===== src/rtl/alu_pkg.sv =====
// Shared definitions for the vector execute-stage ALU: op encoding and
// signed saturation limits expressed as functions of lane width.
package alu_pkg;

    typedef enum logic [2:0] {
        OP_ZERO = 3'b000,
        OP_XOR  = 3'b001,
        OP_ADD  = 3'b010,
        OP_SUB  = 3'b011,
        OP_MUL  = 3'b100,
        OP_SHR  = 3'b101,
        OP_SHL  = 3'b110,
        OP_INC  = 3'b111
    } alu_op_t;

    // Limits are returned 64 bits wide; callers truncate to their lane width.
    function automatic logic [63:0] max_pos(input int w);
        return (64'd1 << (w - 1)) - 64'd1;
    endfunction

    function automatic logic [63:0] min_neg(input int w);
        return 64'd1 << (w - 1);
    endfunction

endpackage


===== src/rtl/alu_lane.sv =====
// One combinational ALU lane: computes the op result, optional signed
// saturation on ADD/SUB, and the zero/negative/raw-overflow flags.
module alu_lane
    import alu_pkg::*;
#(
    parameter int DATA_W   = 8,
    parameter int INC_STEP = 4
) (
    input  alu_op_t            op,
    input  logic               sat_en,
    input  logic [DATA_W-1:0]  a,
    input  logic [DATA_W-1:0]  b,
    output logic [DATA_W-1:0]  result,
    output logic               zero,
    output logic               neg,
    output logic               ovf
);

    localparam int MSB = DATA_W - 1;
    localparam int CW  = (DATA_W > 32) ? DATA_W : 32;
    localparam logic [DATA_W-1:0] INC_V = DATA_W'(INC_STEP);
    localparam logic [DATA_W-1:0] MAX_V = DATA_W'(max_pos(DATA_W));
    localparam logic [DATA_W-1:0] MIN_V = DATA_W'(min_neg(DATA_W));

    logic [DATA_W-1:0] sum_s;
    logic [DATA_W-1:0] diff_s;
    logic [DATA_W-1:0] inc_s;
    logic [DATA_W-1:0] prod_s;
    logic [DATA_W-1:0] res_s;
    logic [CW-1:0]     cnt_s;
    logic              shift_big_s;
    logic              add_ovf_s;
    logic              sub_ovf_s;
    logic              inc_ovf_s;

    assign sum_s  = a + b;
    assign diff_s = a - b;
    assign inc_s  = a + INC_V;
    assign prod_s = a * b;

    // The shift count is the whole operand, so anything >= DATA_W flushes to zero.
    assign cnt_s       = CW'(b);
    assign shift_big_s = (cnt_s >= CW'(DATA_W));

    assign add_ovf_s = (a[MSB] == b[MSB])     && (sum_s[MSB]  != a[MSB]);
    assign sub_ovf_s = (a[MSB] != b[MSB])     && (diff_s[MSB] != a[MSB]);
    assign inc_ovf_s = (a[MSB] == INC_V[MSB]) && (inc_s[MSB]  != a[MSB]);

    // Op select; overflow direction follows the sign of a.
    always_comb begin
        res_s = '0;
        ovf   = 1'b0;
        case (op)
            OP_ZERO: res_s = '0;
            OP_XOR:  res_s = a ^ b;
            OP_ADD: begin
                ovf = add_ovf_s;
                if (sat_en && add_ovf_s) begin
                    res_s = a[MSB] ? MIN_V : MAX_V;
                end else begin
                    res_s = sum_s;
                end
            end
            OP_SUB: begin
                ovf = sub_ovf_s;
                if (sat_en && sub_ovf_s) begin
                    res_s = a[MSB] ? MIN_V : MAX_V;
                end else begin
                    res_s = diff_s;
                end
            end
            OP_MUL:  res_s = prod_s;
            OP_SHR: begin
                if (shift_big_s) begin
                    res_s = '0;
                end else begin
                    res_s = a >> b;
                end
            end
            OP_SHL: begin
                if (shift_big_s) begin
                    res_s = '0;
                end else begin
                    res_s = a << b;
                end
            end
            OP_INC: begin
                res_s = inc_s;
                ovf   = inc_ovf_s;
            end
            default: begin
                res_s = '0;
                ovf   = 1'b0;
            end
        endcase
    end

    assign result = res_s;
    assign zero   = (res_s == '0);
    assign neg    = res_s[MSB];

endmodule


===== src/rtl/vector_alu_pipe.sv =====
// Two-stage pipelined vector ALU with valid/ready handshake: S1 holds the
// request (broadcast already resolved), S2 holds per-lane results and flags.
module vector_alu_pipe
    import alu_pkg::*;
#(
    parameter int DATA_W   = 8,
    parameter int LANES    = 4,
    parameter int INC_STEP = 4
) (
    input  logic                      clk,
    input  logic                      rst,
    input  logic                      in_valid,
    output logic                      in_ready,
    input  logic [2:0]                op,
    input  logic                      sat_en,
    input  logic                      bcast,
    input  logic [LANES*DATA_W-1:0]   opa,
    input  logic [LANES*DATA_W-1:0]   opb,
    output logic                      out_valid,
    input  logic                      out_ready,
    output logic [LANES*DATA_W-1:0]   result,
    output logic [LANES-1:0]          zero_flag,
    output logic [LANES-1:0]          neg_flag,
    output logic [LANES-1:0]          ovf_flag
);

    localparam int VW = LANES * DATA_W;

    logic          s1_valid_q, s1_valid_d;
    alu_op_t       s1_op_q,    s1_op_d;
    logic          s1_sat_q,   s1_sat_d;
    logic [VW-1:0] s1_a_q,     s1_a_d;
    logic [VW-1:0] s1_b_q,     s1_b_d;

    logic             out_valid_q, out_valid_d;
    logic [VW-1:0]    result_q,    result_d;
    logic [LANES-1:0] zero_q,      zero_d;
    logic [LANES-1:0] neg_q,       neg_d;
    logic [LANES-1:0] ovf_q,       ovf_d;

    logic             adv_s;
    logic             accept_s;
    logic [VW-1:0]    opb_eff_s;
    logic [VW-1:0]    lane_res_s;
    logic [LANES-1:0] lane_zero_s;
    logic [LANES-1:0] lane_neg_s;
    logic [LANES-1:0] lane_ovf_s;

    assign adv_s     = !out_valid_q || out_ready;
    assign in_ready  = adv_s || !s1_valid_q;
    assign accept_s  = in_valid && in_ready;
    assign opb_eff_s = bcast ? {LANES{opb[DATA_W-1:0]}} : opb;

    for (genvar i = 0; i < LANES; i++) begin : g_lane
        alu_lane #(
            .DATA_W   (DATA_W),
            .INC_STEP (INC_STEP)
        ) u_lane (
            .op     (s1_op_q),
            .sat_en (s1_sat_q),
            .a      (s1_a_q[i*DATA_W +: DATA_W]),
            .b      (s1_b_q[i*DATA_W +: DATA_W]),
            .result (lane_res_s[i*DATA_W +: DATA_W]),
            .zero   (lane_zero_s[i]),
            .neg    (lane_neg_s[i]),
            .ovf    (lane_ovf_s[i])
        );
    end

    // S1 next state: refill on accept, empty when it moves on with nothing new.
    always_comb begin
        s1_valid_d = s1_valid_q;
        s1_op_d    = s1_op_q;
        s1_sat_d   = s1_sat_q;
        s1_a_d     = s1_a_q;
        s1_b_d     = s1_b_q;
        if (accept_s) begin
            s1_valid_d = 1'b1;
            s1_op_d    = alu_op_t'(op);
            s1_sat_d   = sat_en;
            s1_a_d     = opa;
            s1_b_d     = opb_eff_s;
        end else if (adv_s) begin
            s1_valid_d = 1'b0;
        end else begin
            s1_valid_d = s1_valid_q;
        end
    end

    // S2 next state: data only changes when a valid S1 entry moves in.
    always_comb begin
        out_valid_d = out_valid_q;
        result_d    = result_q;
        zero_d      = zero_q;
        neg_d       = neg_q;
        ovf_d       = ovf_q;
        if (adv_s) begin
            out_valid_d = s1_valid_q;
            if (s1_valid_q) begin
                result_d = lane_res_s;
                zero_d   = lane_zero_s;
                neg_d    = lane_neg_s;
                ovf_d    = lane_ovf_s;
            end else begin
                result_d = result_q;
            end
        end else begin
            out_valid_d = out_valid_q;
        end
    end

    // Pipeline registers with synchronous reset.
    always_ff @(posedge clk) begin
        if (rst) begin
            s1_valid_q  <= 1'b0;
            s1_op_q     <= OP_ZERO;
            s1_sat_q    <= 1'b0;
            s1_a_q      <= '0;
            s1_b_q      <= '0;
            out_valid_q <= 1'b0;
            result_q    <= '0;
            zero_q      <= '0;
            neg_q       <= '0;
            ovf_q       <= '0;
        end else begin
            s1_valid_q  <= s1_valid_d;
            s1_op_q     <= s1_op_d;
            s1_sat_q    <= s1_sat_d;
            s1_a_q      <= s1_a_d;
            s1_b_q      <= s1_b_d;
            out_valid_q <= out_valid_d;
            result_q    <= result_d;
            zero_q      <= zero_d;
            neg_q       <= neg_d;
            ovf_q       <= ovf_d;
        end
    end

    assign out_valid = out_valid_q;
    assign result    = result_q;
    assign zero_flag = zero_q;
    assign neg_flag  = neg_q;
    assign ovf_flag  = ovf_q;

endmodule

===== config.mk =====
export PLATFORM = sky130hd
export DESIGN_NAME = vector_alu_pipe
export DESIGN_NICKNAME = d
export VERILOG_FILES = /design/src/rtl/alu_pkg.sv /design/src/rtl/alu_lane.sv /design/src/rtl/vector_alu_pipe.sv
export SDC_FILE = /design/constraint.sdc
export NUM_CORES = 1
export LEC_CHECK = 0
export CORE_AREA = 2 2 205 207
export CTS_BUF_LIST = sky130_fd_sc_hd__clkbuf_8
export CTS_CLUSTER_DIAMETER = 150
export DETAILED_ROUTE_END_ITERATION = 7
export DIE_AREA = 0 0 207 209
export PLACE_DENSITY_LB_ADDON = 0.08
export SKIP_CTS_REPAIR_TIMING = 1
export SLEW_MARGIN = 40
export SYNTH_ARGS = -nofsm -noshare
export SYNTH_HDL_FRONTEND = slang
export SYNTH_HIERARCHICAL = 1
export SYNTH_SLANG_ARGS = --single-unit

===== constraint.sdc =====
create_clock -name clk -period 15.1 [get_ports clk]
set_clock_uncertainty 0.05 [all_clocks]
set_input_delay 1.51 -clock clk [delete_from_list [all_inputs] [get_ports clk]]
set_output_delay 1.51 -clock clk [all_outputs]
set_load 0.005 [all_outputs]

==> results.json, run 1 <==
{
  "slew_viol_final": 0,
  "detail_route.wl_per_cell_um": 20.91,
  "clkSlewWorstSetupHoldPaths_ps": 90,
  "pwr_density_cell_mw_per_mm2": 63.97,
  "rows": 75,
  "max_freq_mhz": 178.7,
  "dpl_worst_slack_ps": 9528,
  "cts_tree": "yes",
  "yosysSeqAreaShare": 0.1410,
  "numCtsBuffers": 17,
  "fin_cells": 2625,
  "clk_latency_ps": 490,
  "io_pins": 119,
  "ys.flop_type": "dfxtp_1",
  "crit_path_end_kind": "register",
  "synth.avg_cell_area_um2": 7.837,
  "first_iter_violations": 1176,
  "cts.sinks": 114,
  "first_global_vias": 14940,
  "synthArstFlopShare": 0,
  "hold_viol_final": 0,
  "fin_ws_ps": 9504,
  "die_x_um": 207,
  "die-area_mm2": 0.04326,
  "path_class": "reg2reg",
  "htreeDepth": 4,
  "fin_nets": 2331,
  "crit_fanout": 15,
  "clockBufferDepth": 2,
  "outcome": "complete, no violations",
  "rsz0062_at_grt": "no",
  "period_minus_slack_ps": 5596,
  "ys_ff_latch": 114,
  "yosysWarnings": 6,
  "cap_violations": 0,
  "tightestPinTransition_ps": 826.6,
  "place.gp.congestion": 0.9434,
  "drt-pass1-iter-count": 6,
  "maxSlewHeadroom": 0.4490,
  "final_cell_mix": "a21oi_1 (160), inv_1 (158), nand2_1 (139)",
  "detail-route-antenna-nets": 0,
  "fin_util": 0.4334,
  "synth_enable_flop_cells": 0,
  "routed_wirelength_um": 54890,
  "mostFrequentLayoutCell": "a21oi_1",
  "finalSetupViolCount": 0,
  "die_h_um": 209,
  "hp-class": "reg2reg",
  "vias": 15410,
  "place_inst": 2594,
  "grt_usage": 0.2525,
  "avgViaCountPerCell": 5.869,
  "dp_hpwl_um": 41240,
  "initial_utilization": 0.3920,
  "io_buffers": 118,
  "setup_tns_ps": 0,
  "antenna_found_initial": 2,
  "grt_max_degree": 94,
  "vdd_ir_drop_max_mv": 0.06177,
  "period_share": 0.3706,
  "grt_pass1_wl_um": 87310,
  "power.leakage_nw": 7.209,
  "required_ps": 15480,
  "synth_fp_nets": 2322,
  "grt_overflow_total": 0,
  "yosysUniqueCellTypes": 120,
  "drc": 0,
  "hold_ws_ps": 427.1,
  "area.growth.synth_to_final_pct": 10.56,
  "drive_above_1_share": 0.07383,
  "antenna_cells": 0,
  "syn_inst": 2065,
  "cts_root_buf": "clkbuf_8",
  "fill_cells": 4301,
  "cp-start-kind": "register",
  "core-area_mm2": 0.04129,
  "worst_ep_arrival_time_ps": 5970,
  "synth_area_mm2": 0.01618
}
layout make-up:
cell class,instances,area [um2],share of cell area
clock buffers,17,234.0,0.01308
clock inverters,14,190.2,0.01063
inverters,170,638.1,0.03566
multi-input cells,1630,12510,0.6990
flip-flops and latches,114,2290,0.1280
well taps,539,674.4,0.03769
repair buffers,141,1360,0.07601
critical path: stages (launching register included):
cell and delay, ps:
dfxtp_1 650, ha_1 350, inv_1 110, fa_1 490
inv_1 40, ha_1 260, inv_1 40, fa_1 450
fa_1 490, inv_1 40, ha_1 300, a21oi_1 160
xnor3_1 220, xnor3_1 420, a211oi_1 310, o211ai_2 170
or4_4 510, nor4b_4 220, nand3_1 100, a21oi_1 150
synthesized netlist by cell type, drive strengths merged (19+ instances only):
cell	number	area share
a221oi	19	0.014
o21ai	118	0.038
a211oi	40	0.020
fa	56	0.069
xor2	24	0.013
nor3	23	0.0071
dfxtp	114	0.14
a21o	21	0.010
nand2	140	0.033
nor2b	30	0.012
buf	63	0.025
inv	163	0.038
nand3	90	0.028
clkbuf	88	0.024
mux2i	97	0.060
nand2b	115	0.044
and2	68	0.026
nor2	116	0.028
o22ai	27	0.010
a21oi	164	0.053
o211ai	22	0.012
xnor2	80	0.043
ha	128	0.099
registers in the layout (all words and copies together) (netlist names):
| register | flops |
|---|---|
| s1_sat_q | 1 |
| s1_valid_q | 1 |
| s1_op_q | 3 |
| result | 32 |
| s1_a_q | 32 |
| s1_b_q | 32 |
| ovf_flag | 4 |
| out_valid | 1 |
| neg_flag | 4 |
| zero_flag | 4 |
path summary, 6_finish.rpt:
| kind | startpoint | end | slack, ps | cells past startpoint |
|---|---|---|---|---|
| min | s1_op_q[1]$_SDFFE_PP0P_ | s1_op_q[1]$_SDFFE_PP0P_ | 430 | 2 |
| max reg2reg | s1_a_q[27]$_SDFFE_PP0P_ | zero_flag[3]$_SDFFE_PP0P_ | 9500 | 19 |
| min reg2reg | s1_op_q[1]$_SDFFE_PP0P_ | s1_op_q[1]$_SDFFE_PP0P_ | 430 | 2 |
| max | s1_a_q[27]$_SDFFE_PP0P_ | zero_flag[3]$_SDFFE_PP0P_ | 9500 | 19 |
kinds of logic (layout without fill, tap and decap cells):
family,Yosys count,after routing,share of synthesized area
flip-flops,114,114,0.1410
buffers and inverters,321,342,0.08821
AND/OR/NAND/NOR,673,673,0.2241
XOR/XNOR,109,109,0.06324
multiplexers,120,120,0.08643
AO/OA/AOI/OAI,544,544,0.2288
adder cells (fa/ha/maj),184,184,0.1682
metrics by stage:
step	instance area, um2	total power [mW]
2_1_floorplan	16180	0.6863
3_3_place_gp	17420	0.8175
3_5_place_dp	17450	0.8177
4_1_cts	17880	1.152
5_1_grt	17890	1.211
6_report	17890	1.145
power by group:
group / switching [mW] / internal [mW]
clock network: 0.150 / 0.178
registers: 0.0443 / 0.318
logic: 0.262 / 0.192
total: 0.456 / 0.688
layer usage:
layer / part of all wire / global-route usage / wire [um]
met1: 0.47 / 0.3527 / 25560
met2: 0.46 / 0.4086 / 25140
met3: 0.057 / 0.03727 / 3109
met4: 0.019 / 0.06207 / 1059
met5: 0.00049 / 0 / 27
No activity file was read; power rests on OpenSTA's default activity.
==> run 2, diff against run 1 <==
==> constraint.sdc (replaced) <==
create_clock -name clk -period 5.25 [get_ports clk]
set_clock_uncertainty 0.05 [all_clocks]
set_input_delay 0.525 -clock clk [delete_from_list [all_inputs] [get_ports clk]]
set_output_delay 0.525 -clock clk [all_outputs]
set_load 0.005 [all_outputs]
==> results.json, run 2 (same netlist as run 1, synthesis figures left out) <==
{
  "finalSetupViolCount": 0,
  "cts_tree": "yes",
  "cts_root_buf": "clkbuf_8",
  "path_class": "reg2reg",
  "total_power_mw": 3.222,
  "slowest_delay_ps": 510,
  "period_share": 0.9578,
  "r2r_start": "s1_b_q[28]$_SDFFE_PP0P_",
  "cp-startpoint": "s1_b_q[28]$_SDFFE_PP0P_",
  "area.growth.synth_to_final_pct": 12.86,
  "cp_top_family": "adder cells",
  "cpMostUsedCell": "fa_1",
  "routed_wirelength_um": 57210,
  "drt-pass1-iter-count": 5,
  "outcome": "complete, no violations",
  "mostFrequentLayoutCell": "inv_1",
  "r2r_cells": 17,
  "die_x_um": 207,
  "grt_usage": 0.2624,
  "tightestPinTransition_ps": 767.5,
  "whs_endpoint": "result[27]$_SDFFE_PP0P_",
  "worst_ep_arrival_time_ps": 5400,
  "crit_path_end_kind": "register",
  "cap_violations": 0,
  "setup_tns_ps": 0,
  "core-area_mm2": 0.04129,
  "hp-class": "reg2reg",
  "gr-usage-met2": 0.4314,
  "required_ps": 5620,
  "crit_chain": "and2_1, fa_1, inv_1, fa_1, fa_1, fa_1, inv_1, ha_1, a21oi_2, xnor3_1, xnor3_2, a211oi_2, o211ai_2, or4_4, nor4b_4, nand3_1, a21oi_1",
  "worstHoldStart": "result[27]$_SDFFE_PP0P_",
  "htreeDepth": 4,
  "vdd_ir_drop_max_mv": 0.1438,
  "grt_overflow_total": 0,
  "maxSlewHeadroom": 0.4844,
  "fin_nets": 2387,
  "hold_path_depth": 2,
  "power.leakage_nw": 7.479,
  "final_cell_mix": "inv_1 (161), a21oi_1 (159), nand2_1 (139)",
  "rr_endpoint": "zero_flag[3]$_SDFFE_PP0P_",
  "numCtsBuffers": 17,
  "cp-start-kind": "register",
  "rows": 75,
  "pwr_density_cell_mw_per_mm2": 176.4,
  "die_h_um": 209,
  "detail-route-antenna-nets": 0,
  "drc": 0,
  "drive_above_1_share": 0.09893,
  "clk_latency_ps": 490,
  "first_global_vias": 15150,
  "critPathBufInv": 2,
  "die-area_mm2": 0.04326,
  "crit_fanout": 7,
  "grt_max_degree": 91,
  "grt_pass1_wl_um": 89710,
  "grt_util_met3": 0.03006,
  "first_iter_violations": 1321,
  "place.gp.congestion": 0.9357,
  "dp_hpwl_um": 44130,
  "vias": 15470,
  "period_minus_slack_ps": 5028,
  "clkSlewWorstSetupHoldPaths_ps": 100,
  "max_freq_mhz": 198.9,
  "io_buffers": 118,
  "cpMaxStageDelayCell": "fa_1",
  "clockBufferDepth": 2,
  "hold_viol_final": 0,
  "r2r_setup_slack_ps": 220,
  "io_pins": 119,
  "met1_usage": 0.3675,
  "grt_busiest_layer": "met2",
  "avgViaCountPerCell": 5.763,
  "rsz0062_at_grt": "no",
  "slew_viol_final": 0,
  "detail_route.wl_per_cell_um": 21.31,
  "initial_utilization": 0.3920,
  "antenna_found_initial": 0,
  "cts.sinks": 114
}
[run 2: cell types whose count changed in the layout (fill, tap and decap cells not counted), sizes merged]
| cell | previous run | this run |
|---|---|---|
| buf | 25 | 81 |
| bufinv | 4 | 1 |
| inv | 165 | 168 |
| diode | 0 | 2 |
| clkbuf | 17 | 18 |
[run 2: power by group]
group	internal (mW)	switching, mW
clock network	0.375	0.447
registers	0.914	0.0919
logic	0.588	0.805
total	1.88	1.34
[run 2: cell type report]
class / count / area, um2
antenna: 2 / 5.005
clock buffer: 18 / 247.7
clock inverter: 14 / 100.1
fill: 4332 / 23020
inverter: 170 / 638.1
multi-input combinational: 1630 / 12520
sequential: 114 / 2292
tap: 539 / 674.4
timing repair buffer: 197 / 1789
[run 2: how the worst max path moves through the flow]
| stage | end | cells past startpoint | slack, ps |
|---|---|---|---|
| floorplan | zero_flag[3]$_SDFFE_PP0P_ | 20 | 50 |
| global placement | zero_flag[3]$_SDFFE_PP0P_ | 17 | 100 |
| detailed placement | zero_flag[3]$_SDFFE_PP0P_ | 17 | 90 |
| CTS | zero_flag[3]$_SDFFE_PP0P_ | 17 | 70 |
| global route | zero_flag[3]$_SDFFE_PP0P_ | 17 | 20 |
| finish | zero_flag[3]$_SDFFE_PP0P_ | 17 | 220 |
[run 2: worst reg2reg max path, delay by kind of cell, from the launching register on]
family                     cells  cell delay (ps)
DFF                            1              400
AOI/OAI and AO/OA              4              630
adders and majority gates      5             2100
xor gates and xnor gates       2              650
and+or+nand+nor                4             1010
buffers and inverters          2              120
[run 2: per-stage QoR]
stage	instance area [um2]	utilization	hold slack (ps)	setup WS, ps	cells
2_1_floorplan	16180	-	408.5	48.35	2065
3_3_place_gp	17860	0.4325	411.3	98.30	2649
3_5_place_dp	17890	0.4333	419.0	87.61	2650
4_1_cts	18240	0.4418	430.7	71.19	2682
5_1_grt	18260	0.4422	447.0	22.94	2682
6_report	18270	0.4424	429.6	221.5	2684
[run 2: metal layers]
metal / routed length, um / share of wire
met1: 26540 / 0.46
met2: 26620 / 0.47
met3: 2935 / 0.051
met4: 1109 / 0.019
met5: 0 / 0
==> run 3, diff against run 2 <==
--- a/config.mk
+++ b/config.mk
@@ -10,7 +10,6 @@
 export CTS_CLUSTER_DIAMETER = 150
 export DETAILED_ROUTE_END_ITERATION = 7
 export DIE_AREA = 0 0 207 209
-export PLACE_DENSITY_LB_ADDON = 0.08
 export SKIP_CTS_REPAIR_TIMING = 1
 export SLEW_MARGIN = 40
 export SYNTH_ARGS = -nofsm -noshare
==> results.json, run 3 (same netlist as run 1, synthesis figures left out) <==
{
  "outcome": "complete, no violations",
  "max_freq_mhz": 201.8,
  "antenna_found_initial": 0,
  "detail-route-antenna-nets": 0,
  "area.growth.synth_to_final_pct": 13.77,
  "cp-start-kind": "register",
  "io_buffers": 118,
  "r2r_cells": 17,
  "detail_route.wl_per_cell_um": 21.04,
  "path_class": "reg2reg",
  "worstHoldStart": "result[18]$_SDFFE_PP0P_",
  "maxSlewHeadroom": 0.4395,
  "fill_cells": 4198,
  "vdd_ir_drop_max_mv": 0.1494,
  "core-area_mm2": 0.04129,
  "clockPowerShare": 0.275,
  "cts.sinks": 114,
  "routed_wirelength_um": 56620,
  "grt_max_degree": 109,
  "io_pins": 119,
  "clockBufferDepth": 2,
  "grt_usage": 0.2591,
  "r2r_setup_slack_ps": 300,
  "period_minus_slack_ps": 4955,
  "cts_root_buf": "clkbuf_8",
  "cpMostUsedCell": "fa_1",
  "cpMaxStageDelayCell": "fa_1",
  "numCtsBuffers": 17,
  "hold_viol_final": 0,
  "crit_fanout": 5,
  "avgViaCountPerCell": 5.806,
  "required_ps": 5610,
  "intPower_mw": 2.027,
  "hold_path_depth": 2,
  "hold_ws_ps": 425.7,
  "grt_overflow_total": 0,
  "slowest_delay_ps": 510,
  "power.leakage_nw": 7.546,
  "antenna_cells": 0,
  "fin_nets": 2396,
  "period_share": 0.9438,
  "dp_hpwl_um": 43700,
  "rr_endpoint": "zero_flag[3]$_SDFFE_PP0P_",
  "place.gp.congestion": 0.9488,
  "final_cell_mix": "a21oi_1 (160), inv_1 (159), nand2_1 (139)",
  "seqPwrFrac": 0.300,
  "drc": 0,
  "first_iter_violations": 1370,
  "die_h_um": 209,
  "rows": 75,
  "initial_utilization": 0.3920,
  "die_x_um": 207,
  "r2r_start": "s1_b_q[26]$_SDFFE_PP0P_",
  "clk_latency_ps": 480,
  "cts_tree": "yes",
  "finalSetupViolCount": 0,
  "htreeDepth": 4,
  "crit_path_end_kind": "register",
  "whs_endpoint": "result[18]$_SDFFE_PP0P_",
  "mostFrequentLayoutCell": "a21oi_1",
  "first_global_vias": 15390,
  "slew_viol_final": 0,
  "switchingPower_mw": 1.317,
  "clkSlewWorstSetupHoldPaths_ps": 90,
  "worst_ep_arrival_time_ps": 5310,
  "hp-class": "reg2reg",
  "pwr_density_cell_mw_per_mm2": 181.6,
  "sw_frac_of_total": 0.3939,
  "final_cell_area_mm2": 0.01841,
  "total_power_mw": 3.344,
  "drive_above_1_share": 0.1036,
  "drt-pass1-iter-count": 6,
  "grt_pass1_wl_um": 89310,
  "crit_chain": "and2_1, fa_1, inv_1, fa_1, fa_1, fa_1, inv_1, ha_1, a21oi_1, xnor3_1, xnor3_2, a211oi_2, o211ai_2, or4_4, nor4b_4, nand3_1, a21oi_1",
  "rsz0062_at_grt": "no",
  "cap_violations": 0,
  "combPwrFrac": 0.425,
  "fin_util": 0.4459,
  "post_dp_cell_area_mm2": 0.01797,
  "tightestPinTransition_ps": 840.8,
  "die-area_mm2": 0.04326,
  "vias": 15620
}
## run 3: cell types whose count changed in the layout (fill, tap and decap cells not counted), sizes merged
cell / before / now
clkinv: 14 / 10
clkbuf: 18 / 22
buf: 81 / 89
inv: 168 / 165
clkinvlp: 1 / 3
diode: 2 / 0
bufinv: 1 / 3
## run 3: cell type report
cell class / count / area [um2] / area share
sequential: 114 / 2290 / 0.1244
timing repair buffer: 206 / 1878 / 0.1020
clock buffer: 21 / 289.0 / 0.01570
inverter: 170 / 638.1 / 0.03466
tap: 539 / 674.4 / 0.03663
clock inverter: 11 / 135.1 / 0.007339
multi-input combinational: 1630 / 12510 / 0.6793
## run 3: worst max-delay path by stage
stage	startpoint	to	slack [ps]	depth (start not counted)
3_3_place_gp	s1_b_q[26]$_SDFFE_PP0P_	zero_flag[3]$_SDFFE_PP0P_	80	17
4_1_cts	s1_a_q[25]$_SDFFE_PP0P_	zero_flag[3]$_SDFFE_PP0P_	-20	18
3_5_place_dp	s1_b_q[27]$_SDFFE_PP0P_	zero_flag[3]$_SDFFE_PP0P_	20	19
6_report	s1_b_q[26]$_SDFFE_PP0P_	zero_flag[3]$_SDFFE_PP0P_	300	17
2_1_floorplan	s1_b_q[26]$_SDFFE_PP0P_	zero_flag[3]$_SDFFE_PP0P_	50	20
5_1_grt	s1_a_q[26]$_SDFFE_PP0P_	zero_flag[3]$_SDFFE_PP0P_	40	18
## run 3: power groups by stage
stage          Sequential [mW]  Clock (mW)  Combinational (mW)
2_1_floorplan            0.989           0               0.985
3_3_place_gp              1.02           0                1.39
3_5_place_dp              1.02           0                1.40
4_1_cts                   1.00       0.939                1.40
5_1_grt                   1.01       0.977                1.54
6_report                  1.00       0.921                1.42
## run 3: layer usage
metal | vias up | part of all wire | track usage
met5 | - | 0 | 0
met4 | 0 | 0.023 | 0.07635
met3 | 78 | 0.060 | 0.04118
met2 | 592 | 0.46 | 0.4255
li1 | 7418 | - | -
met1 | 7535 | 0.45 | 0.3503
## run 3: per-stage QoR
step | worst slack [ps] | TNS, ps | instances
2_1_floorplan | 48.35 | 0 | 2065
3_3_place_gp | 84.39 | 0 | 2657
3_5_place_dp | 21.65 | 0 | 2659
4_1_cts | -18.24 | -18.24 | 2691
5_1_grt | 44.18 | 0 | 2691
6_report | 295.1 | 0 | 2691
## run 3: worst max-delay path: cells and delay by family (launching register included)
family	cells	cell delay [ps]
xor gates and xnor gates	2	530
DFF	1	350
and+or+nand+nor	4	1000
AOI/OAI and AO/OA	4	710
buffers and inverters	2	110
adders and majority gates	5	2130
